[src/rtl/repeat_modulo_counter.sv]
// Modulo time-field counter with run-time modulus, load, clamp, carry and
// built-in hold-to-repeat for the up/down set buttons.
module repeat_modulo_counter #(
   parameter int unsigned WIDTH         = 6,
   parameter int unsigned REPEAT_DELAY  = 8,
   parameter int unsigned REPEAT_PERIOD = 4
) (
   input  logic             clk,
   input  logic             rst,
   input  logic             en,
   input  logic             count_up,
   input  logic             count_down,
   input  logic             wrap_en,
   input  logic             load,
   input  logic [WIDTH-1:0] load_val,
   input  logic [WIDTH-1:0] modulus,
   output logic [WIDTH-1:0] count,
   output logic             carry,
   output logic             step_pulse,
   output logic             repeating
);

   localparam int unsigned TMAX = (REPEAT_DELAY > REPEAT_PERIOD) ? REPEAT_DELAY : REPEAT_PERIOD;
   localparam int unsigned TW   = (TMAX > 2) ? $clog2(TMAX) : 1;
   localparam logic [TW-1:0] DELAY_LAST  = TW'(REPEAT_DELAY - 1);
   localparam logic [TW-1:0] PERIOD_LAST = TW'(REPEAT_PERIOD - 1);

   typedef enum logic [1:0] {StIdle, StWait, StRepeat} state_e;

   state_e           state_q, state_d;
   logic [TW-1:0]    timer_q, timer_d;
   logic             dir_up_q, dir_up_d;
   logic             repeating_q;
   logic [WIDTH-1:0] count_q, count_d;
   logic             carry_q, carry_d;
   logic             step_pulse_q, step_pulse_d;
   logic             pending_q, pending_d;
   logic             pending_up_q, pending_up_d;

   logic             step_req;
   logic             step_up;
   logic             one_held;
   logic             keep;
   logic [WIDTH-1:0] n_eff;
   logic [WIDTH-1:0] n_last;
   logic             do_step;
   logic             do_up;

   // Moduli below 2 behave as 2.
   assign n_eff  = (modulus < WIDTH'(2)) ? WIDTH'(2) : modulus;
   assign n_last = n_eff - WIDTH'(1);

   assign one_held = count_up ^ count_down;
   assign keep     = (dir_up_q ? count_up : count_down) && !(count_up && count_down);

   always_comb begin
      state_d  = state_q;
      timer_d  = timer_q;
      dir_up_d = dir_up_q;
      step_req = 1'b0;
      step_up  = dir_up_q;
      unique case (state_q)
         StIdle: begin
            if (one_held) begin
               step_req = 1'b1;
               step_up  = count_up;
               dir_up_d = count_up;
               timer_d  = '0;
               state_d  = StWait;
            end
         end
         StWait: begin
            if (!keep) begin
               state_d = StIdle;
               timer_d = '0;
            end else if (timer_q == DELAY_LAST) begin
               step_req = 1'b1;
               timer_d  = '0;
               state_d  = StRepeat;
            end else begin
               timer_d = timer_q + TW'(1);
            end
         end
         StRepeat: begin
            if (!keep) begin
               state_d = StIdle;
               timer_d = '0;
            end else if (timer_q == PERIOD_LAST) begin
               step_req = 1'b1;
               timer_d  = '0;
            end else begin
               timer_d = timer_q + TW'(1);
            end
         end
         default: begin
            state_d = StIdle;
            timer_d = '0;
         end
      endcase
   end

   // A fresh request supersedes any older pending step.
   assign do_step = step_req | pending_q;
   assign do_up   = step_req ? step_up : pending_up_q;

   always_comb begin
      count_d      = count_q;
      carry_d      = 1'b0;
      step_pulse_d = 1'b0;
      pending_d    = pending_q;
      pending_up_d = pending_up_q;
      if (load) begin
         count_d = (load_val > n_last) ? n_last : load_val;
      end else if (count_q > n_last) begin
         count_d = n_last;
         if (step_req) begin
            pending_d    = 1'b1;
            pending_up_d = step_up;
         end
      end else if (en) begin
         if (count_q == n_last) begin
            count_d = '0;
            carry_d = 1'b1;
         end else begin
            count_d = count_q + WIDTH'(1);
         end
         if (step_req) begin
            pending_d    = 1'b1;
            pending_up_d = step_up;
         end
      end else if (do_step) begin
         pending_d    = 1'b0;
         step_pulse_d = 1'b1;
         if (do_up) begin
            if (count_q == n_last) count_d = wrap_en ? '0 : count_q;
            else                   count_d = count_q + WIDTH'(1);
         end else begin
            if (count_q == '0) count_d = wrap_en ? n_last : count_q;
            else               count_d = count_q - WIDTH'(1);
         end
      end
   end

   always_ff @(posedge clk) begin
      if (rst) begin
         state_q      <= StIdle;
         timer_q      <= '0;
         dir_up_q     <= 1'b0;
         repeating_q  <= 1'b0;
         count_q      <= '0;
         carry_q      <= 1'b0;
         step_pulse_q <= 1'b0;
         pending_q    <= 1'b0;
         pending_up_q <= 1'b0;
      end else begin
         state_q      <= state_d;
         timer_q      <= timer_d;
         dir_up_q     <= dir_up_d;
         repeating_q  <= (state_d == StRepeat);
         count_q      <= count_d;
         carry_q      <= carry_d;
         step_pulse_q <= step_pulse_d;
         pending_q    <= pending_d;
         pending_up_q <= pending_up_d;
      end
   end

   assign count      = count_q;
   assign carry      = carry_q;
   assign step_pulse = step_pulse_q;
   assign repeating  = repeating_q;

endmodule

[config.mk]
export PLATFORM = sky130hd
export DESIGN_NAME = repeat_modulo_counter
export DESIGN_NICKNAME = d
export VERILOG_FILES = /design/src/rtl/repeat_modulo_counter.sv
export SDC_FILE = /design/constraint.sdc
export NUM_CORES = 1
export LEC_CHECK = 0
export BUFFER_PORTS_ARGS = -buffer_cell sky130_fd_sc_hd__buf_2
export CORE_MARGIN = 3
export CORE_UTILIZATION = 59
export CTS_CLUSTER_DIAMETER = 100
export DETAILED_ROUTE_END_ITERATION = 7
export PLACE_DENSITY = 0.93
export SYNTH_ARGS = -nofsm -noshare
export SYNTH_HDL_FRONTEND = slang
export SYNTH_SLANG_ARGS = --single-unit
[constraint.sdc]
create_clock -name clk -period 7.8 [get_ports clk]
set_input_delay 0.39 -clock clk [delete_from_list [all_inputs] [get_ports clk]]
set_output_delay 0.39 -clock clk [all_outputs]
set_load 0.005 [all_outputs]
After elaboration in Yosys (flattened, before gate mapping)
Index checks and enable logic that the tools add are counted.
{"block": "op_classes", "n_addsub": 4, "mul": 0, "n_div": 0, "order_cmp": 3, "eq_ne": 9, "shift": 0, "n_mux": 41, "bitwise_logic": 4, "n_reduce_logical": 13}
{"op": "2-to-1 mux 6 bit", "n": 12}
{"op": "2-to-1 mux 1 bit", "n": 17}
{"op": "2-to-1 mux 3 bit", "n": 5}
{"op": "greater-than comparator 6 bit", "n": 2}
{"op": "inequality test 6 bit, second input constant", "n": 2}
{"op": "subtractor 6 x 1 -> 6 bit, second input constant", "n": 2}
{"op": "case mux 3 bit (3 select lines)", "n": 1}
{"op": "2-to-1 mux 2 bit", "n": 4}
{"op": "OR reduction 4 bit", "n": 2}
{"op": "adder 6 x 1 -> 6 bit, second input constant", "n": 1}
{"op": "equality test 6 bit", "n": 1}
{"op": "zero test 6 bit", "n": 1}
{"op": "< comparator 6 x 2 -> 1 bit, second input constant", "n": 1}
{"op": "case mux 2 bit (3 select lines)", "n": 1}
{"op": "equality test 2 bit, second input constant", "n": 2}
{"op": "AND reduction 2 bit", "n": 2}
{"op": "nonzero test 4 bit", "n": 1}
{"op": "adder 3 x 1 -> 3 bit, second input constant", "n": 1}
{"op": "equality test 3 x 2 -> 1 bit, second input constant", "n": 1}
{"op": "equality test 3 bit, second input constant", "n": 1}
{"op": "case mux 1 bit (3 select lines)", "n": 1}
{"op": "AND reduction 3 bit", "n": 1}
{"op": "nonzero test 3 bit", "n": 1}
{"op": "equality test 2 x 1 -> 1 bit, second input constant", "n": 1}
{"op": "8 further kinds", "n": 10}
{"block": "totals", "reg_bits": 17, "latchBits": 0, "ram_bits": 0, "mem_bits_ro": 0, "input_bits": 19, "output_inout_bits": 9, "n_memories": 0}

Longest topological paths before layout
Gate-level depths: netlist (run 1).
{"block": "logic_depth", "depth_word": 11, "ltp_mapped": 15, "depth_no_buf": 13}

Worst setup path after synthesis (run 1)
No wires, ideal clock.
{"block": "synth_timing", "kind": "input to register", "startpoint": "input modulus[4]", "endpoint": "register count_q[1] (netlist: count[1])", "setup_time_ps": 116, "arrival_ps": 3149, "required_ps": 7684, "setup_slack_ps": 4535, "stages": 13, "path_cell_list": "buf_6 -> nor2_1 -> nand2_1 -> o21ai_0 -> ha_1 -> xnor2_1 -> ha_1 -> a21oi_1 -> maj3_1 -> o211a_4 -> or2_4 -> a221o_1 -> a41o_1"}
{"block": "synth_via", "elab_chain_len": 10, "word_cells_on_any_way": 20}
{"element": "start, declared", "line_no": "16", "source": "input logic [WIDTH-1:0] modulus,"}
{"element": "< comparator 6 x 2 -> 1 bit", "line_no": "50", "source": "assign n_eff = (modulus < WIDTH'(2)) ? WIDTH'(2) : modulus;"}
{"element": "2-to-1 mux 6 bit *", "line_no": "50"}
{"element": "subtractor 6 x 1 -> 6 bit *", "line_no": "51", "source": "assign n_last = n_eff - WIDTH'(1);"}
{"element": "equality test 6 bit or 2-to-1 mux 6 bit (tied branches)", "line_no": "121, 135, 138"}
{"element": "2-to-1 mux 6 bit, on equally long branches", "line_no": "135, 138"}
{"element": "2-to-1 mux 6 bit", "line_no": "134", "source": "if (do_up) begin"}
{"element": "2-to-1 mux 6 bit", "line_no": "131", "source": "end else if (do_step) begin"}
{"element": "2-to-1 mux 6 bit", "line_no": "120", "source": "end else if (en) begin"}
{"element": "2-to-1 mux 6 bit", "line_no": "114", "source": "end else if (count_q > n_last) begin"}
{"element": "2-to-1 mux 6 bit", "line_no": "112", "source": "if (load) begin"}
{"element": "end signal, assigned", "line_no": "160", "source": "count_q <= count_d;"}
{"element": "end, declared", "line_no": "34", "source": "logic [WIDTH-1:0] count_q, count_d;"}
Mark *: on every way between the ends. The rest lies on a longest branch, timed or not. The select of a mux whose other input is x is not followed.
A chain may end at the register's enable or synchronous reset.

Worst setup path in the final report (run 1)
Ends and elaborated chain as after synthesis.

==> results list, run 1 <==
- In the post-synthesis netlist, the biggest area contributors are dfxtp_1 (17%), ha_1 (14%), mux2i_1 (4.6%).
* Cts hold-fix bufs: 0
* Remaining Overflow, GRT: 0
- Number of H-tree branching levels: 1
- Unrepaired setup endpoints after global routing: false
* Final hold violations: 0
* Final period util: 43.6%
- The initial utilization of the core area, before any placement, comes to 63.2%.
* Sequential standard cell area: 340 sq um
* Layout cell share with drive strength beyond 1: 17.5%
- Clock transition at the registers of the reported paths: 0.10 ns
- After clock tree synthesis, the repair step resized 0 gates.
* Number of distinct library cells after synthesis: 63
- 0 antenna diodes ended up in the layout.
* Number of vias in the routed layout: 1,943
* CP Class: in2reg
- Wire length of the first global-routing pass: 8.20 mm
- Most frequent cell after synthesis: ha_1
* Number of detailed-routing iterations run before antenna repair: 5
* Routability congestion estimate from global placement: 0.934
- CTS Root Buffer Type: clkbuf_4
* Number of DRC markers after the initial detailed-route iteration: 142
- In this run the worst path has a maximum fanout of 16.
* Non-filler instance count after layout: 307
- For the worst-skew pair, the clock arrives at the later sink with an insertion delay of 0.30 ns.
* Crit path capture type: flip-flop
* Number of routed nets with antenna violations: 0
- Worst Hold Class: in2reg
- After synthesis, the share of flip-flops with an asynchronous set or reset is 0%.
- For this run, design rule violations remaining after detail routing come to 0.
- Count of input and output buffers: 27
* Stage delay of the slowest cell on the critical path: 0.57 ns
- Number of primary I/O pins: 28
* Dominant register cell in the synthesized netlist: dfxtp_1
- Setup-violating endpoint count in the final report: 0
- Maximum clock frequency: 294 MHz
- The slowest stage of the critical path belongs to the cell and4b_1.
* Power Density: 165 nW/um^2
- Total routing usage reported by global routing: 24.9%
* Static power due to leakage: 0.884 nW
- Area share of the largest cell type after synthesis: 17.2%
- Post-CTS setup repair buffer count: 0
* Area leader, netlist: dfxtp_1
* Crit-path most repeated cell: ha_1
* Status: finished, final reports clean
- Die outline area: 4080 sq um
* Vias per cell: 6.33
- Kind of cell with the highest combined delay on the critical path: simple AND/OR/NAND/NOR gates
- Mapped Cells: 242
- Counting every net in the synthesized netlist gives 283.
- Maximum clock path buffer count: 2
- Setup TNS Final: 0 ns
- The final layout contains routed wiring with a total length of 5.01 mm.
- Die X: 63.9 um
* Number of synthesis warnings: 0
- Number of antenna violations at the first check in global routing: 0
- Summed over all nets, the half-perimeter wirelength after detailed placement is 3.85 mm.
- Traced cell by cell, the critical path runs through buf_2 > nor2_1 > nand2_1 > o21ai_0 > ha_1 > xnor2_1 > ha_1 > nand4_1 > and4b_1 > mux2i_1 > o21a_4 > or2_4 > a41o_1.
- Largest clock skew in the final design: 0.00728 ns
- Total placed cells including tap cells: 303
- After synthesis the cells add up to 1980 sq um.
* WP buf/inv: 1
- Across the VDD grid, the largest voltage drop is 0.000122 V.
- Synth cell count leaders: ha_1 (22), inv_1 (20), nor2_1 (20)
- Cell Rows: 20
- The clock drives 17 sinks.
* Fin. max-slew vios: 0
- The routed design could run at a clock period as short as 3.40 ns.
- After routing the design area is 2130 sq um.
- Startpoint type of the worst setup path: input pin
- Layout Nets: 305
* Die extent in y: 63.9 um
- Summing all placed instances gives a cell area of 2110 sq um.
- At the worst endpoint, the required time is 7.99 ns.
* Layout-stage area growth over the synthesis result: 7.78%
* Max Cap Viol: 0
* Number of synthesized register bits: 17
- In the final routed layout, each cell accounts on average for 16.3 um.
* Clock tree from TritonCTS: done
* Relative slew slack: 38.4%
* Crit path arrival time: 3.59 ns
* Number of fill cells: 273
- Entering global routing, the biggest net connects 17 pins.
- Number of clock buffers inserted by TritonCTS: 3
- At the pin with the least slew margin, the transition time is 0.898 ns.
* Via count of the first global-routing pass: 1,794
- After synthesis, the mean cell area works out to 8.17 sq um.
- The floorplan step defined a core boundary enclosing 3130 sq um.
* Number of synthesized flops with an enable pin: 0
- In the final layout, the multi-input gates occupy 1500 sq um.
- After synthesis, flip-flops and latches occupy 17.2% of the total area.
[kinds of logic (layout without fill, tap and decap cells)]
| kind of cell | count (synthesis) | after routing | synth area share [%] |
|---|---|---|---|
| mux | 10 | 10 | 5.12 |
| xor+xnor | 11 | 11 | 5.25 |
| simple gates | 88 | 88 | 25.8 |
| fa+ha+maj | 23 | 23 | 14.4 |
| compound gates | 63 | 63 | 25.2 |
| flops | 17 | 17 | 17.2 |
| buf+inv | 30 | 51 | 6.96 |
[stage by stage]
stage / hold slack, ns / power (mW) / setup WS [ns] / utilization (%)
final: 0.383 / 0.352 / 4.40 / 68.2
after global routing: 0.379 / 0.375 / 4.19 / 68.2
after CTS: 0.376 / 0.347 / 4.42 / 68.2
after detailed placement: 0.487 / 0.298 / 4.11 / 67.3
after global placement: 0.478 / 0.293 / 4.23 / 67.3
after floorplan: 0.461 / 0.251 / 4.54 / -
[metal layers]
metal  routed length (um)  up-vias  global-route usage, %
met5                    0        -                      0
met2                 2280       90                   41.2
met4                   77        0                   8.36
met3                  413       11                   1.93
met1                 2240      909                   33.8
li1                     -      933                      -
[cell type report]
type,instances,share of cell area [%]
inverter,20,3.52
clock buffer,4,1.23
tap,44,2.58
timing repair buffer,27,6.34
sequential,17,16.0
multi-input combinational,195,70.4
[registers in the layout, summed over array words and instances, names as in the netlist]
| signal | flops |
|---|---|
| count | 6 |
| timer_q | 3 |
| state_q | 2 |
| carry | 1 |
| dir_up_q | 1 |
| pending_q | 1 |
| pending_up_q | 1 |
| repeating | 1 |
| step_pulse | 1 |
[where the power goes]
group	internal [mW]	switching (mW)	total, mW	leakage, nW
Clock	0.0199	0.0280	0.0479	0.0150
Sequential	0.0955	0.0188	0.114	0.139
Combinational	0.0822	0.107	0.189	0.729
Total	0.198	0.154	0.352	0.884
[worst reg2reg max path: stages (launching register included)]
cell and delay (ns):
dfxtp_1 0.42, inv_1 0.09, ha_1 0.30, nand2b_1 0.09
nor4_4 0.31, mux2i_1 0.80, nor2_1 0.08, a22o_1 0.27
a221o_1 0.30, a41o_1 0.23
[cells in the final DEF, fill, tap and decap left out, drive strengths merged, types with 9 or more instances in the layout]
cell type   n
inv        20
nor3       13
a21oi      12
buf        27
mux2i       9
o21ai      10
nand2      14
ha         22
nor2       20
dfxtp      17
[final timing paths]
check / startpoint / to / slack [ns] / cells past startpoint
setup / recovery: modulus[4] / count[1] / 4.40 / 13
hold / removal: en / carry / 0.38 / 2
setup reg to reg: state_q[1] / count[1] / 4.81 / 9
hold reg to reg: timer_q[1] / timer_q[1] / 0.51 / 2
Note: power is estimated with default switching activity, not from simulation.
==> run 2: changes to the inputs <==
CORE_UTILIZATION = 52   (was 59)
PLACE_DENSITY = 0.87   (was 0.93)
clock period = 2.8 ns   (was 7.8 ns; I/O delays follow)
==> run 2 against run 1 <==
Clock-buffer cell count down 1. Largest cell class unchanged. Worst setup slack worse by 4.2 ns. Wire length grew 3.1%. Cell count up 9.4%. Sequential power grew to 2.7 times the previous value. Die area grew 12%. First-iteration DRC count is 13% lower. Utilization is 0.13 points lower. Clock power grew to 4.0 times the previous value. Global-route usage down 1.0 points.
==> results list, run 2 (same netlist as run 1, synthesis figures left out) <==
* Status: finished, final reports clean
- Setup repair after global routing left no endpoint under its margin.
* Number of fill cells: 289 (+5.9%)
- Counting I/O delays and the setup requirement, the final critical path takes 2.65 ns.
* Final period util: 94.6%
- The final number of hold-violating endpoints came to 0 (unchanged).
- The worst clock skew was 0.00417 ns (-0.00311 ns).
- In this run the critical register-to-register path is launched from state_q[1].
- The total power per unit cell area was 460 nW/um^2 (+180%).
- The combined flip-flop and latch cell area is 340 sq um (unchanged).
- Overall routed net length: 5.17 mm (+3.1%)
- The accumulated negative setup slack is 0 ns (unchanged).
- The register-to-register setup slack is 0.23 ns (-4.58 ns).
- Count of input and output buffers: 27 (unchanged)
* Cts hold-fix bufs: 0 (unchanged)
* Maximum clock frequency: 377 MHz
* Number of detailed-routing iterations run before antenna repair: 4 (-1)
- The final instance area is 2380 sq um (+12%).
* Die extent in y: 67.7 um (+5.9%)
- The placed cell count is 332 (+9.6%).
- The area growth from synthesis to layout is 20.2%.
* Crit path capture type: flip-flop
- The count of endpoints failing setup in the final report came to 0 (unchanged).
* Non-filler instance count after layout: 336 (+9.4%)
* Worst slack on hold paths: 0.153 ns (-0.230 ns)
- The post-layout net count was 332 (+8.9%).
- The depth of the worst register-to-register path was 10 (+1).
- Ant. Diodes: 0 (unchanged)
* Number of vias in the routed layout: 1,981 (+2.0%)
- The path with the worst hold slack has its endpoint at carry.
- Starting utilization of the core area: 56.6% (-6.6 points)
* Total routing usage reported by global routing: 23.8% (-1.0 points)
- Worst reg2reg path endpoint: count[1]
* Remaining Overflow, GRT: 0 (unchanged)
* Cell Rows: 21 (+5.0%)
- Number of design rule violations left after detail routing: 0 (unchanged)
- Dpl cell area: 2330 sq um (+11%)
* Final routed wire length divided by cell count: 15.4 um (-5.8%)
- The number of global-route vias before repair was 1,825 (+1.7%).
- The top cell types in the final layout, fill and taps aside, are buf_2 (27), buf_4 (27), inv_1 (20), ha_1 (20), nor2_1 (19).
- The area of the multi-input gates came to 1520 sq um (+1.3%).
- Maximum number of pins on one net before global-route repair: 13 (-4)
- The die boundary width was 67.7 um (+5.9%).
* Crit path arrival time: 2.80 ns (-0.79 ns)
- Maximum vdd ir drop: 0.000403 V (+230%)
- The worst setup path is launched from an input pin.
* Fin. max-slew vios: 0 (unchanged)
- The data required time of the worst path is 2.95 ns (-5.04 ns).
- The flip-flop count of the largest register, all copies and words added is 6 (unchanged).
* Relative slew slack: 61.6% (+23 points)
- The number of max-capacitance violations reported was 0 (unchanged).
* Clock tree from TritonCTS: done
- The area of the die came to 4580 sq um (+12%).
- Clock transition at the registers of the reported paths: 0.07 ns (-0.03 ns)
- The slew of the pin with the lowest slew margin is 0.573 ns (-0.325 ns).
- CTS Root Buffer Type: clkbuf_8
- The maximum root-to-sink buffer count came to 2 (unchanged).
* TritonCTS Sinks: 17 (unchanged)
- Skew-Pair Late Insertion Delay: 0.26 ns (-0.04 ns)
- The number of vias per cell after detailed routing came to 5.90 (-6.8%).
- Detailed-placement wirelength estimate: 4.16 mm (+7.9%)
- The number of antenna violations at the first check in global routing was 0 (unchanged).
* Startpoint of the tightest hold check path: en
- Worst Hold Class: in2reg
* Number of H-tree branching levels: 1 (unchanged)
* Number of primary I/O pins: 28 (unchanged)
- Hold depth: 2 (unchanged)
- The number of nets with antenna violations after detailed routing was 0 (unchanged).
- Wire length of the first global-routing pass: 8.41 mm (+2.5%)
- Number of DRC markers after the initial detailed-route iteration: 123 (-13%)
- The count of buffers added by post-CTS timing repair for setup came to 0 (unchanged).
- Number of clock buffers inserted by TritonCTS: 3 (unchanged)
* CP Class: in2reg
- Layout cell share with drive strength beyond 1: 27.6% (+10 points)
- Routability congestion estimate from global placement: 0.928 (-0.62%)
- The largest fanout on the critical path came to 7 (-9).
* Core area: 3490 sq um (+12%)
* Static power due to leakage: 1.03 nW (+16%)
[run 2: final cells by class]
| type | instances | area share, % |
|---|---|---|
| multi-input cells | 195 | 63.9 |
| flip-flops and latches | 17 | 14.3 |
| repair buffers | 54 | 14.2 |
| inverters | 20 | 3.16 |
| well taps | 46 | 2.42 |
| clock buffers | 3 | 1.74 |
| clock inverters | 1 | 0.211 |
[run 2: critical path: stages]
cell and delay [ns]:
buf_2 0.12, or3_1 0.39, nor3_1 0.18, a21oi_1 0.09, ha_1 0.33, a21oi_1 0.09
maj3_1 0.37, o211a_4 0.27, or2_4 0.26, a221o_1 0.33, a41o_1 0.22
[run 2: worst max-delay path by stage]
stage,startpoint,endpoint,slack (ns),cells past startpoint
final,modulus[2],count[1],0.15,11
after global routing,modulus[2],count[2],0.05,13
after CTS,modulus[2],count[1],0.16,11
after detailed placement,modulus[2],count[1],-0.11,11
after global placement,modulus[2],count[1],-0.03,11
after floorplan,modulus[4],count[1],0.01,12
[run 2: report_power, final]
part / internal (mW) / total [mW] / switching (mW)
combinational: 0.281 / 0.599 / 0.318
clock: 0.0989 / 0.190 / 0.0911
sequential: 0.266 / 0.305 / 0.0391
[run 2: timing repair]
action | 4_1_cts | 5_1_grt
resized for setup | 0 | 1
setup endpoints to repair | 0 | 4
hold endpoints to repair | 0 | 0
[run 2: metrics by stage]
stage / setup WS, ns / total power [mW] / utilization, %
2_1_floorplan: 0.0118 / 0.703 / -
6_report: 0.150 / 1.09 / 68.0
4_1_cts: 0.158 / 1.09 / 68.0
3_3_place_gp: -0.0268 / 0.884 / 66.7
3_5_place_dp: -0.109 / 0.895 / 66.7
5_1_grt: 0.0479 / 1.17 / 68.0
[run 2: routing by layer]
layer	track usage, %	vias up	routed length, um
met5	0	-	0
met4	6.08	0	87
met3	2.33	13	310
met2	38.3	60	2340
met1	33.8	917	2430
li1	-	991	-
